[config.mk]
export PLATFORM = sky130hd
export DESIGN_NAME = pdm_tx_modulator
export DESIGN_NICKNAME = d
export VERILOG_FILES = /design/src/rtl/pdm_tx_modulator.sv
export SDC_FILE = /design/constraint.sdc
export NUM_CORES = 1
export LEC_CHECK = 0
export CELL_PAD_IN_SITES_DETAIL_PLACEMENT = 0
export CELL_PAD_IN_SITES_GLOBAL_PLACEMENT = 2
export CORE_ASPECT_RATIO = 2
export CORE_MARGIN = 10
export CORE_UTILIZATION = 41
export DETAILED_ROUTE_END_ITERATION = 12
export PLACE_DENSITY_LB_ADDON = 0.1
export SLEW_MARGIN = 20
export SYNTH_ARGS = -nofsm -noshare
export SYNTH_HDL_FRONTEND = slang
export SYNTH_SLANG_ARGS = --single-unit
export TNS_END_PERCENT = 10
[constraint.sdc]
create_clock -name wb_clk_i -period 3.55 [get_ports wb_clk_i]
set_clock_uncertainty 0.15 [all_clocks]
set_input_delay 0.355 -clock wb_clk_i [delete_from_list [all_inputs] [get_ports wb_clk_i]]
set_output_delay 0.355 -clock wb_clk_i [all_outputs]
set_load 0.005 [all_outputs]
[src/rtl/pdm_tx_modulator.sv]
// FIFO-buffered PCM-to-PDM transmitter using a first-order carry-out sigma-delta modulator.
// Optional build macro PDM_TX_DITHER_EN adds LFSR dither to the modulator input.
module pdm_tx_modulator #(
    parameter int N     = 16,
    parameter int DEPTH = 4,
    parameter int OSR   = 64
) (
    input  logic                   wb_clk_i,
    input  logic                   wb_rst_i,
    input  logic                   ce_pdm,
    input  logic                   enable,
    input  logic                   mclear,
    input  logic [N-1:0]           pcm_data_i,
    input  logic                   pcm_valid_i,
    output logic                   pcm_ready_o,
    output logic                   pdm_data_o,
    output logic [$clog2(DEPTH):0] fill_o,
    output logic                   underrun_o,
    output logic                   busy_o
);
    localparam int AW = $clog2(DEPTH);
    localparam int CW = $clog2(OSR);
    localparam logic [CW-1:0] CNT_LAST  = CW'(OSR - 1);
    localparam logic [AW:0]   FILL_FULL = (AW + 1)'(DEPTH);
    localparam logic [N-1:0]  OFFSET    = {1'b1, {(N - 1){1'b0}}};

    typedef enum logic [1:0] {IDLE, PRIME, RUN} state_t;
    state_t state, state_next;

    logic [N-1:0]  mem [DEPTH];
    logic [AW-1:0] wr_ptr, rd_ptr;
    logic [AW:0]   fill;
    logic          push, pop;

    logic [N-1:0]  acc, acc_next, hold, hold_next, u;
    logic [CW-1:0] cnt, cnt_next;
    logic [N:0]    sum;
    logic          pdm, pdm_next, underrun, underrun_set;

    assign pcm_ready_o = (fill != FILL_FULL);
    assign push        = pcm_valid_i & pcm_ready_o;

    assign pdm_data_o = pdm;
    assign fill_o     = fill;
    assign underrun_o = underrun;
    assign busy_o     = (state == RUN);

    always_ff @(posedge wb_clk_i) begin
        if (push) begin
            mem[wr_ptr] <= pcm_data_i;
        end
    end

    // Pops only ever see the registered occupancy, so a same-cycle push into an empty FIFO is not visible.
    always_ff @(posedge wb_clk_i) begin
        if (wb_rst_i) begin
            wr_ptr <= '0;
            rd_ptr <= '0;
            fill   <= '0;
        end else begin
            if (push) begin
                wr_ptr <= wr_ptr + 1'b1;
            end
            if (pop) begin
                rd_ptr <= rd_ptr + 1'b1;
            end
            case ({push, pop})
                2'b10:   fill <= fill + 1'b1;
                2'b01:   fill <= fill - 1'b1;
                default: fill <= fill;
            endcase
        end
    end

`ifdef PDM_TX_DITHER_EN
    logic [15:0] lfsr, lfsr_next;
    logic [N:0]  u_ext;

    always_comb begin
        u_ext = {1'b0, hold + OFFSET} + {{(N - 3){1'b0}}, lfsr[3:0]};
        u     = u_ext[N] ? '1 : u_ext[N-1:0];
    end
`else
    assign u = hold + OFFSET;
`endif

    always_ff @(posedge wb_clk_i) begin
        if (wb_rst_i) begin
            state    <= IDLE;
            acc      <= '0;
            cnt      <= '0;
            hold     <= '0;
            pdm      <= 1'b0;
            underrun <= 1'b0;
`ifdef PDM_TX_DITHER_EN
            lfsr     <= 16'hACE1;
`endif
        end else begin
            state <= state_next;
            acc   <= acc_next;
            cnt   <= cnt_next;
            hold  <= hold_next;
            pdm   <= pdm_next;
`ifdef PDM_TX_DITHER_EN
            lfsr  <= lfsr_next;
`endif
            if (underrun_set) begin
                underrun <= 1'b1;
            end else if (mclear) begin
                underrun <= 1'b0;
            end
        end
    end

    // Dropping enable overrides everything else, including a strobe in the same cycle.
    always_comb begin
        state_next   = state;
        acc_next     = acc;
        cnt_next     = cnt;
        hold_next    = hold;
        pdm_next     = pdm;
        pop          = 1'b0;
        underrun_set = 1'b0;
        sum          = '0;
`ifdef PDM_TX_DITHER_EN
        lfsr_next    = lfsr;
`endif
        if (!enable) begin
            state_next = IDLE;
            acc_next   = '0;
            cnt_next   = '0;
            pdm_next   = 1'b0;
        end else begin
            case (state)
                IDLE: begin
                    state_next = PRIME;
                    acc_next   = '0;
                    cnt_next   = '0;
                    pdm_next   = 1'b0;
                end
                PRIME: begin
                    if (ce_pdm) begin
                        if (fill != '0) begin
                            pop        = 1'b1;
                            hold_next  = mem[rd_ptr];
                            cnt_next   = '0;
                            state_next = RUN;
                        end else begin
                            pdm_next = ~pdm;
                        end
                    end
                end
                RUN: begin
                    if (ce_pdm) begin
                        sum      = {1'b0, acc} + {1'b0, u};
                        pdm_next = sum[N];
                        acc_next = sum[N-1:0];
`ifdef PDM_TX_DITHER_EN
                        lfsr_next = {lfsr[0] ^ lfsr[2] ^ lfsr[3] ^ lfsr[5], lfsr[15:1]};
`endif
                        // A failed fetch keeps replaying the current sample.
                        if (cnt == CNT_LAST) begin
                            cnt_next = '0;
                            if (fill != '0) begin
                                pop       = 1'b1;
                                hold_next = mem[rd_ptr];
                            end else begin
                                underrun_set = 1'b1;
                            end
                        end else begin
                            cnt_next = cnt + 1'b1;
                        end
                    end
                end
                default: state_next = IDLE;
            endcase
        end
    end
endmodule
==> results of run 1 <==
[power groups by stage]
stage                     sequential (uW)  combinational (uW)  clock (uW)
after floorplan                      1500                 109           0
after global placement               1500                 190           0
after detailed placement             1500                 190           0
after CTS                            1470                 191        1780
after global routing                 1480                 207        1840
final                                1470                 185        1750
[cells in the final DEF, fill, tap and decap left out, types with 14 or more instances in the layout]
| cell | n |
|---|---|
| ha_1 | 27 |
| clkdlybuf4s50_1 | 28 |
| nand2_1 | 23 |
| nor2_1 | 43 |
| mux4_2 | 16 |
| a21oi_1 | 22 |
| o21ai_0 | 14 |
| dfxtp_1 | 51 |
| inv_1 | 14 |
| mux2i_1 | 20 |
| clkbuf_16 | 17 |
| edfxtp_1 | 64 |
[flip-flops by register name, summed over array words and instances, names as in the netlist, named ones only]
| name | cells |
|---|---|
| hold | 16 |
| acc | 16 |
| state | 2 |
| pdm_data_o | 1 |
| fill_o | 3 |
| underrun_o | 1 |
| cnt | 6 |
| mem | 64 |
| rd_ptr | 2 |
| wr_ptr | 2 |
[critical path, delay by kind of cell, from the launching register on]
family	cells	cell delay [ns]
AOI/OAI and AO/OA	2	0.34
xor gates and xnor gates	1	0.16
adders and majority gates	3	0.87
buffers and inverters	3	0.29
DFF	1	0.40
and+or+nand+nor	2	0.54
[kinds of logic (layout without fill, tap and decap cells)]
logic type	count (synthesis)	after routing	share of synthesized area
compound gates	82	82	0.105
xor+xnor	16	16	0.0268
fa+ha+maj	29	29	0.0722
buf+inv	29	81	0.0237
flops	115	115	0.562
mux	36	36	0.107
simple gates	112	112	0.104
[routing by layer]
metal / wire length (um) / track usage
met5: 0 / 0
met4: 231 / 0.0634
met3: 249 / 0.0284
met2: 6520 / 0.244
met1: 4320 / 0.132
[per-stage QoR]
step	hold WS, ns	std cells	setup WS (ns)
global placement	0.291	589	0.740
global route	0.329	621	0.514
detailed placement	0.303	589	0.677
floorplan	0.282	419	0.992
finish	0.311	621	0.725
CTS	0.314	621	0.722
[final timing paths]
kind,startpoint,endpoint
worst min-delay path,acc[12],acc[12]
worst min register to register,acc[12],acc[12]
worst max-delay path,state[0],fill_o[2]
worst max register to register,state[0],fill_o[2]
[layout make-up]
cell class                 count  area (um2)  share of cell area
tap                          150         188              0.0298
inverter                      14        52.6             0.00834
clock buffer                  18         429              0.0681
clock inverter                14         181              0.0288
sequential                   115        2940               0.467
multi-input combinational    275        2170               0.345
timing repair buffer          35         333              0.0528
==> impl_metrics.csv, run 1 <==
group,metric,value,unit
status,status,"completed",
yosys,ys_ff_latch,115,
clocking,clock-root-buffer,"clkbuf_16",
yosys,async_flop_share,0,
worst_setup_path,worst_r2r_path_depth,11,
grt,grt_first_pass_wirelength,18600,um
power,internal-power,2650,uW
worst_setup_path,start_kind,"flop",
sta,rsz0062_at_grt,"no",
power,fin_total_pwr,3410,uW
grt,grt-ovfl-total,0,
placed_design,placed_cell_area,0.00569,mm2
grt,grt_start_max_net_pins,27,
sta,period_minus_slack,2.83,ns
finish,nets,509,
worst_setup_path,r2r_setup_slack,0.72,ns
power,seqPwrFrac,0.433,
yosys,synth.most_common_cell,"edfxtp_1",
drt,vias,3384,
clocking,ctsResizeCount,0,
finish,final_area,0.00630,mm2
clocking,cts_buffer_depth,2,
power,p_clk_frac,0.513,
yosys,netlist_top_cells_count,"edfxtp_1, dfxtp_1, nor2_1",
clocking,clk_pin_slew_worst_paths,0.06,ns
placed_design,port_buffers,28,
power,peakVddDrop,0.552,mV
drt,drt_first_pass_iters,5,
clocking,postCtsHoldBufs,0,
power,comb_power_share,0.054,
yosys,synth_cells,419,
yosys,synth_area_leader_cell,"edfxtp_1",
clocking,h-tree-depth,4,
clocking,cts-buffers-inserted,17,
power,power.leakage,0.00230,uW
worst_setup_path,path_class,"flop to flop",
worst_setup_path,path_common_cell,"inv_1",
drt,routed_wl,11300,um
power,powerDensity,541,mW/mm2
yosys,synthesis.nets,470,
finish,finalCoreUtilization,0.502,
sta,fmax,354,MHz
finish,diodes,0,
sta,slew_violations,0,
power,netSwitchingFraction,0.222,
grt,first_global_vias,3588,
finish,layout-drive-gt1-share,0.132,
yosys,synth.distinct_cells,52,
floorplanning,start_util,0.417,
drt,ant_nets,0,
placed_design,gp_congestion,0.789,
yosys,avgSynthCellArea,12.5,um2
clocking,clock_latency,0.42,ns
drt,wl_per_cell,18.2,um
grt,track_usage,0.132,
yosys,synth_ff_type,"edfxtp_1",
drt,drc_errors,0,
clocking,cts_tree,"yes",
sta,finalSetupTns,0,ns
drt,drtIter0Drc,88,
finish,fillers,1129,
grt,antenna_found_initial,0,
clocking,clkSinkCount,115,
placed_design,dp_hpwl,8050,um
worst_setup_path,path_cells,"inv_1 > ha_1 > inv_1 > a21o_1 > and3_1 > ha_1 > inv_1 > fa_1 > xor2_1 > or3_1 > a21oi_1",
floorplanning,coreArea,0.0126,mm2
yosys,yosys_warnings,0,
sta,worst_pin_slew,0.868,ns
drt,viasPerCell,5.45,
sta,fin_crit_sh,0.796,
floorplanning,die_h,180,um
sta,setup_violations,0,
yosys,synth-edff-count,64,
hold_path,whs_path_depth,2,
sta,slew_headroom,0.421,
worst_setup_path,cp_max_fo,9,
floorplanning,die_width,99.9,um
yosys,synth_area_leaders,"edfxtp_1, dfxtp_1, mux4_2, ha_1, mux2i_1",
sta,hold_violations,0,
yosys,synth_seq_area_share,0.562,
yosys,yosysTopAreaCellShare,0.367,
hold_path,min_path_type,"flop to flop",
yosys,synth_area,0.00524,mm2
power,p_sw,755,uW
worst_setup_path,required,3.74,ns
run,drv_cap,0,
worst_setup_path,end_kind,"flop",
floorplanning,die_area,0.0180,mm2
clocking,cts_setup_buffers,0,
floorplanning,rows,58,
finish,area_growth_syn_to_layout,20.3,%
worst_setup_path,slowest_delay,0.40,ns
worst_setup_path,crit_path_top_delay_cell,"dfxtp_1",
floorplanning,ios,29,
worst_setup_path,critPathArrivalTime,3.01,ns
Power figures use the tool's default switching activity.
==> run 2, diff against run 1 <==
Settings changed: CORE_UTILIZATION 41 to 37.
Clock period 3.55 ns to 2.56 ns, I/O delays scaled along.
==> run 2 against run 1 <==
Against the previous run:
- fmax is 15% higher
- cell count is 10% higher
- total power grew 43%
- count of clock-buffer cells in the layout unchanged
- combinational power increased by 51%
- global-route usage decreased by 0.61 points
- sequential cell count unchanged
- sequential power increased by 39%
- clock power is 45% higher
- non-clock buffer count is 23 higher
- register-to-register slack lost 0.62 ns
- hold slack got worse by 0.0034 ns
- critical endpoint unchanged
==> impl_metrics.csv, run 2 (synthesis results as in run 1) <==
group,metric,value,unit
clocking,clock_latency,0.42,ns
worst_setup_path,end_kind,"flop",
grt,antenna_found_initial,0,
power,p_clk_frac,0.523,
drt,routed_wl,12000,um
sta,finalSetupTns,0,ns
power,power.leakage,0.00244,uW
sta,slew_headroom,0.640,
finish,largest_reg_flops,64,
placed_design,post-place-ws,0.0217,ns
sta,fmax,408,MHz
power,seqPwrFrac,0.420,
grt,grt-ovfl-total,0,
drt,viasPerCell,5.09,
hold_path,min_from,"acc[12]",
placed_design,dp_hpwl,8850,um
clocking,clock-root-buffer,"clkbuf_16",
grt,grt_start_max_net_pins,26,
power,p_sw,1040,uW
power,internal-power,3820,uW
run,drv_cap,0,
finish,layout-drive-gt1-share,0.188,
floorplanning,die_h,188,um
worst_setup_path,path_class,"flop to flop",
placed_design,port_buffers,28,
finish,diodes,0,
finish,final_cells,683,
worst_setup_path,reg2reg_from,"cnt[1]",
sta,fin_crit_sh,0.958,
status,status,"completed",
finish,seqCellArea,0.00295,mm2
drt,drtIter0Drc,80,
placed_design,gp_congestion,0.811,
worst_setup_path,path_cells,"ha_2 > and4_1 > a21o_1 > and3_4 > ha_4 > inv_1 > fa_2 > xor2_1 > or3_1 > a21oi_2",
worst_setup_path,crit_path_top_delay_cell,"or3_1",
floorplanning,start_util,0.377,
hold_path,min_path_type,"flop to flop",
worst_setup_path,r2r_setup_slack,0.11,ns
worst_setup_path,worst_r2r_path_depth,10,
power,peakVddDrop,0.503,mV
clocking,cts-buffers-inserted,17,
floorplanning,die_width,104,um
floorplanning,rows,61,
sta,worst_pin_slew,0.535,ns
sta,hold_violations,0,
worst_setup_path,slowest_delay,0.39,ns
grt,grt_first_pass_wirelength,19300,um
worst_setup_path,r2r_end,"fill_o[2]",
placed_design,dp.cells,650,
clocking,clk_pin_slew_worst_paths,0.06,ns
clocking,clkSinkCount,115,
drt,ant_nets,0,
sta,slew_violations,0,
sta,setup_slack,0.108,ns
clocking,cts_buffer_depth,2,
grt,track_usage,0.126,
sta,rsz0062_at_grt,"no",
finish,final_common_cell,"edfxtp_1",
finish,largest_register,"mem",
hold_path,whs_path_depth,2,
clocking,cts_tree,"yes",
finish,fillers,1326,
clocking,h-tree-depth,4,
finish,nets,532,
sta,period_minus_slack,2.45,ns
worst_setup_path,cp_max_fo,3,
drt,drt_first_pass_iters,4,
floorplanning,coreArea,0.0139,mm2
power,comb_power_share,0.058,
finish,multiInputGateArea,0.00220,mm2
finish,top_regs,"mem x64, acc x16, hold x16",
floorplanning,ios,29,
sta,setup_violations,0,
drt,wl_per_cell,17.5,um
power,netSwitchingFraction,0.215,
finish,area_growth_syn_to_layout,25.7,%
worst_setup_path,required,2.76,ns
clocking,postCtsHoldBufs,0,
hold_path,min_to,"acc[12]",
worst_setup_path,start_kind,"flop",
floorplanning,die_area,0.0196,mm2
drt,vias,3476,
power,powerDensity,738,mW/mm2
drt,drc_errors,0,
sta,whs,0.308,ns
grt,first_global_vias,3686,
finish,layout_common_cells,"edfxtp_1, dfxtp_1, nor2_1",
worst_setup_path,critPathArrivalTime,2.65,ns
[run 2: cell count changes in the layout (fill, tap and decap cells not counted), moves of 2 or more]
cell / previous run / this run
buf_4: 7 / 30
clkinvlp_4: 3 / 0
inv_6: 1 / 4
dfxtp_1: 51 / 49
dfxtp_2: 0 / 2
ha_1: 27 / 25
[run 2: layout make-up]
cell class                      instances  share of cell area
Timing Repair Buffer                   58              0.0768
Clock inverter                         14              0.0302
Multi-Input combinational cell        275               0.335
Sequential cell                       115               0.447
Tap cell                              189              0.0359
Clock buffer                           18              0.0667
Inverter                               14             0.00798
[run 2: critical path, delay by kind of cell (launching register included)]
family | cells | cell delay (ns)
AOI/OAI and AO/OA | 2 | 0.28
xor gates and xnor gates | 1 | 0.15
adders and majority gates | 3 | 0.63
buffers and inverters | 1 | 0.04
DFF | 1 | 0.34
and+or+nand+nor | 3 | 0.80
[run 2: repair_timing]
action / CTS / global route
hold endpoints to repair: 0 / 0
setup endpoints to repair: 0 / 1
gates resized for setup: 0 / 9
setup buffers: 0 / 1
[run 2: per-stage QoR]
step | power [uW] | util | area (um2)
final | 4860 | 0.474 | 6580
after CTS | 4920 | 0.471 | 6540
after floorplan | 2220 | - | 5240
after detailed placement | 2360 | 0.425 | 5900
after global routing | 5040 | 0.474 | 6580
after global placement | 2350 | 0.425 | 5900
[run 2: how the worst max path moves through the flow]
stage                   start         to  slack (ns)  depth (start not counted)
floorplan            state[0]  fill_o[2]       0.002                         11
global route        fill_o[0]  fill_o[2]        0.01                         10
finish                 cnt[1]  fill_o[2]        0.11                         10
global placement       ce_pdm  fill_o[2]        0.01                          9
detailed placement     ce_pdm  fill_o[2]        0.02                          9
CTS                    cnt[1]  fill_o[2]        0.03                         10
[run 2: metal layers]
| layer | global-route usage | wire [um] | vias to the layer above |
|---|---|---|---|
| li1 | - | - | 1702 |
| met1 | 0.117 | 4370 | 1698 |
| met2 | 0.247 | 7020 | 57 |
| met3 | 0.0208 | 314 | 19 |
| met4 | 0.0732 | 263 | 0 |
| met5 | 0 | 0 | - |
[run 2: power by group through the flow]
stage	clock [uW]	combinational, uW	sequential (uW)
finish	2540	280	2040
global route	2690	310	2040
CTS	2600	282	2040
detailed placement	0	280	2080
global placement	0	275	2070
floorplan	0	151	2070
==> run 3, diff against run 2 <==
Settings changed: CORE_UTILIZATION 37 to 35.
==> run 3 against run 2 <==
Against the previous run:
- wire length is 0.61% higher
- critical endpoint unchanged
- combinational power up 2%
- sequential cell count stayed put
- core utilization shrank 3.0 points
- cell count is 0.59% higher
- design area fell by 0.59%
- setup slack lost 0.0034 ns
- fmax is 0.14% lower
- critical path depth unchanged
- critical path type unchanged
- global-route usage fell by 0.12 points
- count of clock-buffer cells in the layout is the same
==> impl_metrics.csv, run 3 (synthesis results as in run 1) <==
group,metric,value,unit
finish,layout-drive-gt1-share,0.181,
placed_design,gp_congestion,0.818,
drt,vias,3463,
grt,grt_first_pass_wirelength,19600,um
worst_setup_path,endpoint,"fill_o[2]",
floorplanning,die_h,193,um
floorplanning,coreArea,0.0147,mm2
worst_setup_path,path_class,"flop to flop",
floorplanning,rows,63,
power,power.leakage,0.00241,uW
placed_design,port_buffers,28,
drt,wl_per_cell,17.5,um
finish,largest_register,"mem",
drt,ant_nets,0,
clocking,clk_pin_slew_worst_paths,0.06,ns
grt,first_global_vias,3771,
run,drv_cap,0,
sta,slew_violations,0,
finish,nets,530,
placed_design,dp_hpwl,8730,um
worst_setup_path,r2r_setup_slack,0.10,ns
placed_design,placed_cell_area,0.00590,mm2
finish,diodes,0,
clocking,cts_tree,"yes",
placed_design,post-place-ws,-0.00173,ns
worst_setup_path,critPathArrivalTime,2.64,ns
floorplanning,die_width,106,um
clocking,cts_buffer_depth,2,
placed_design,dp.cells,654,
finish,final_cells,687,
worst_setup_path,end_kind,"flop",
status,status,"completed",
drt,drtIter0Drc,137,
finish,top_regs,"mem x64, acc x16, hold x16",
sta,finalSetupTns,0,ns
clocking,clock-root-buffer,"clkbuf_16",
worst_setup_path,start_kind,"flop",
power,peakVddDrop,0.577,mV
power,powerDensity,728,mW/mm2
clocking,h-tree-depth,4,
clocking,clkSinkCount,115,
sta,setup_violations,0,
finish,largest_reg_flops,64,
sta,fmax,407,MHz
grt,antenna_found_initial,0,
sta,hold_violations,0,
grt,grt_start_max_net_pins,26,
worst_setup_path,r2r_end,"fill_o[2]",
drt,drt_first_pass_iters,4,
grt,grt-ovfl-total,0,
finish,area_growth_syn_to_layout,25.0,%
worst_setup_path,required,2.74,ns
sta,period_minus_slack,2.46,ns
finish,layout_common_cells,"edfxtp_1, dfxtp_1, nor2_1",
worst_setup_path,cp_max_fo,3,
worst_setup_path,worst_r2r_path_depth,10,
grt,track_usage,0.124,
sta,slew_headroom,0.658,
worst_setup_path,cp-startpoint,"cnt[1]",
sta,worst_pin_slew,0.507,ns
worst_setup_path,reg2reg_from,"cnt[1]",
floorplanning,start_util,0.355,
floorplanning,ios,29,
finish,final_common_cell,"edfxtp_1",
clocking,clock_latency,0.41,ns
drt,routed_wl,12000,um
clocking,postCtsHoldBufs,0,
clocking,cts-buffers-inserted,17,
sta,fin_crit_sh,0.959,
finish,final_area,0.00654,mm2
sta,setup_slack,0.104,ns
drt,viasPerCell,5.04,
drt,drc_errors,0,
hold_path,min_path_type,"input pin to flop",
floorplanning,die_area,0.0206,mm2
sta,whs,0.302,ns
run 3: cell count changes in the layout (fill, tap and decap cells not counted), sizes merged:
cell and delta:
buf -2, inv +1, clkinv -1, bufinv -1, clkinvlp +1
run 3: worst min-delay path by stage:
stage	from	endpoint	slack, ns	cells past startpoint
6_report	mclear	underrun_o	0.30	4
5_1_grt	acc[11]	acc[11]	0.34	2
4_1_cts	mclear	underrun_o	0.30	4
2_1_floorplan	pcm_data_i[0]	mem[0][0]	0.20	0
3_5_place_dp	acc[9]	acc[9]	0.31	2
3_3_place_gp	acc[8]	acc[8]	0.29	2
run 3: report_power, final:
group          switching, uW  leakage (uW)  internal, uW
Combinational            150       0.00112           135
Sequential              23.8       0.00100          2020
Clock                    892      0.000294          1550
run 3: per-layer routing:
metal,track usage,up-vias,share of wire
met1,0.124,1708,0.39
met5,0,-,0
met2,0.234,46,0.57
met4,0.0670,0,0.026
li1,-,1692,-
met3,0.0250,17,0.018
run 3: layout make-up:
type / count / area [um2]
fill: 1390 / 8200
sequential: 115 / 2950
multi-input combinational: 275 / 2200
timing repair buffer: 56 / 490
clock buffer: 18 / 429
tap: 195 / 244
clock inverter: 14 / 176
inverter: 14 / 52.6
run 3: critical path, stage by stage, from the launching register on:
cell and delay, ns:
dfxtp_2 0.36, ha_4 0.15, and4_1 0.20, a21o_1 0.14
and3_4 0.19, ha_2 0.17, inv_1 0.05, fa_1 0.37
xor2_1 0.16, or3_1 0.30, a21oi_1 0.14
run 3: repair_timing:
action / 4_1_cts / 5_1_grt
pin swaps: 0 / 3
resized for setup: 2 / 7
endpoints found under the hold margin: 0 / 0
buffers inserted: 0 / 1
gates cloned: 0 / 0
setup endpoints to repair: 1 / 2
run 3: metrics by stage:
stage / power (uW) / util
floorplan: 2220 / -
global placement: 2360 / 0.400
detailed placement: 2370 / 0.400
CTS: 4840 / 0.441
global route: 4950 / 0.444
finish: 4760 / 0.444
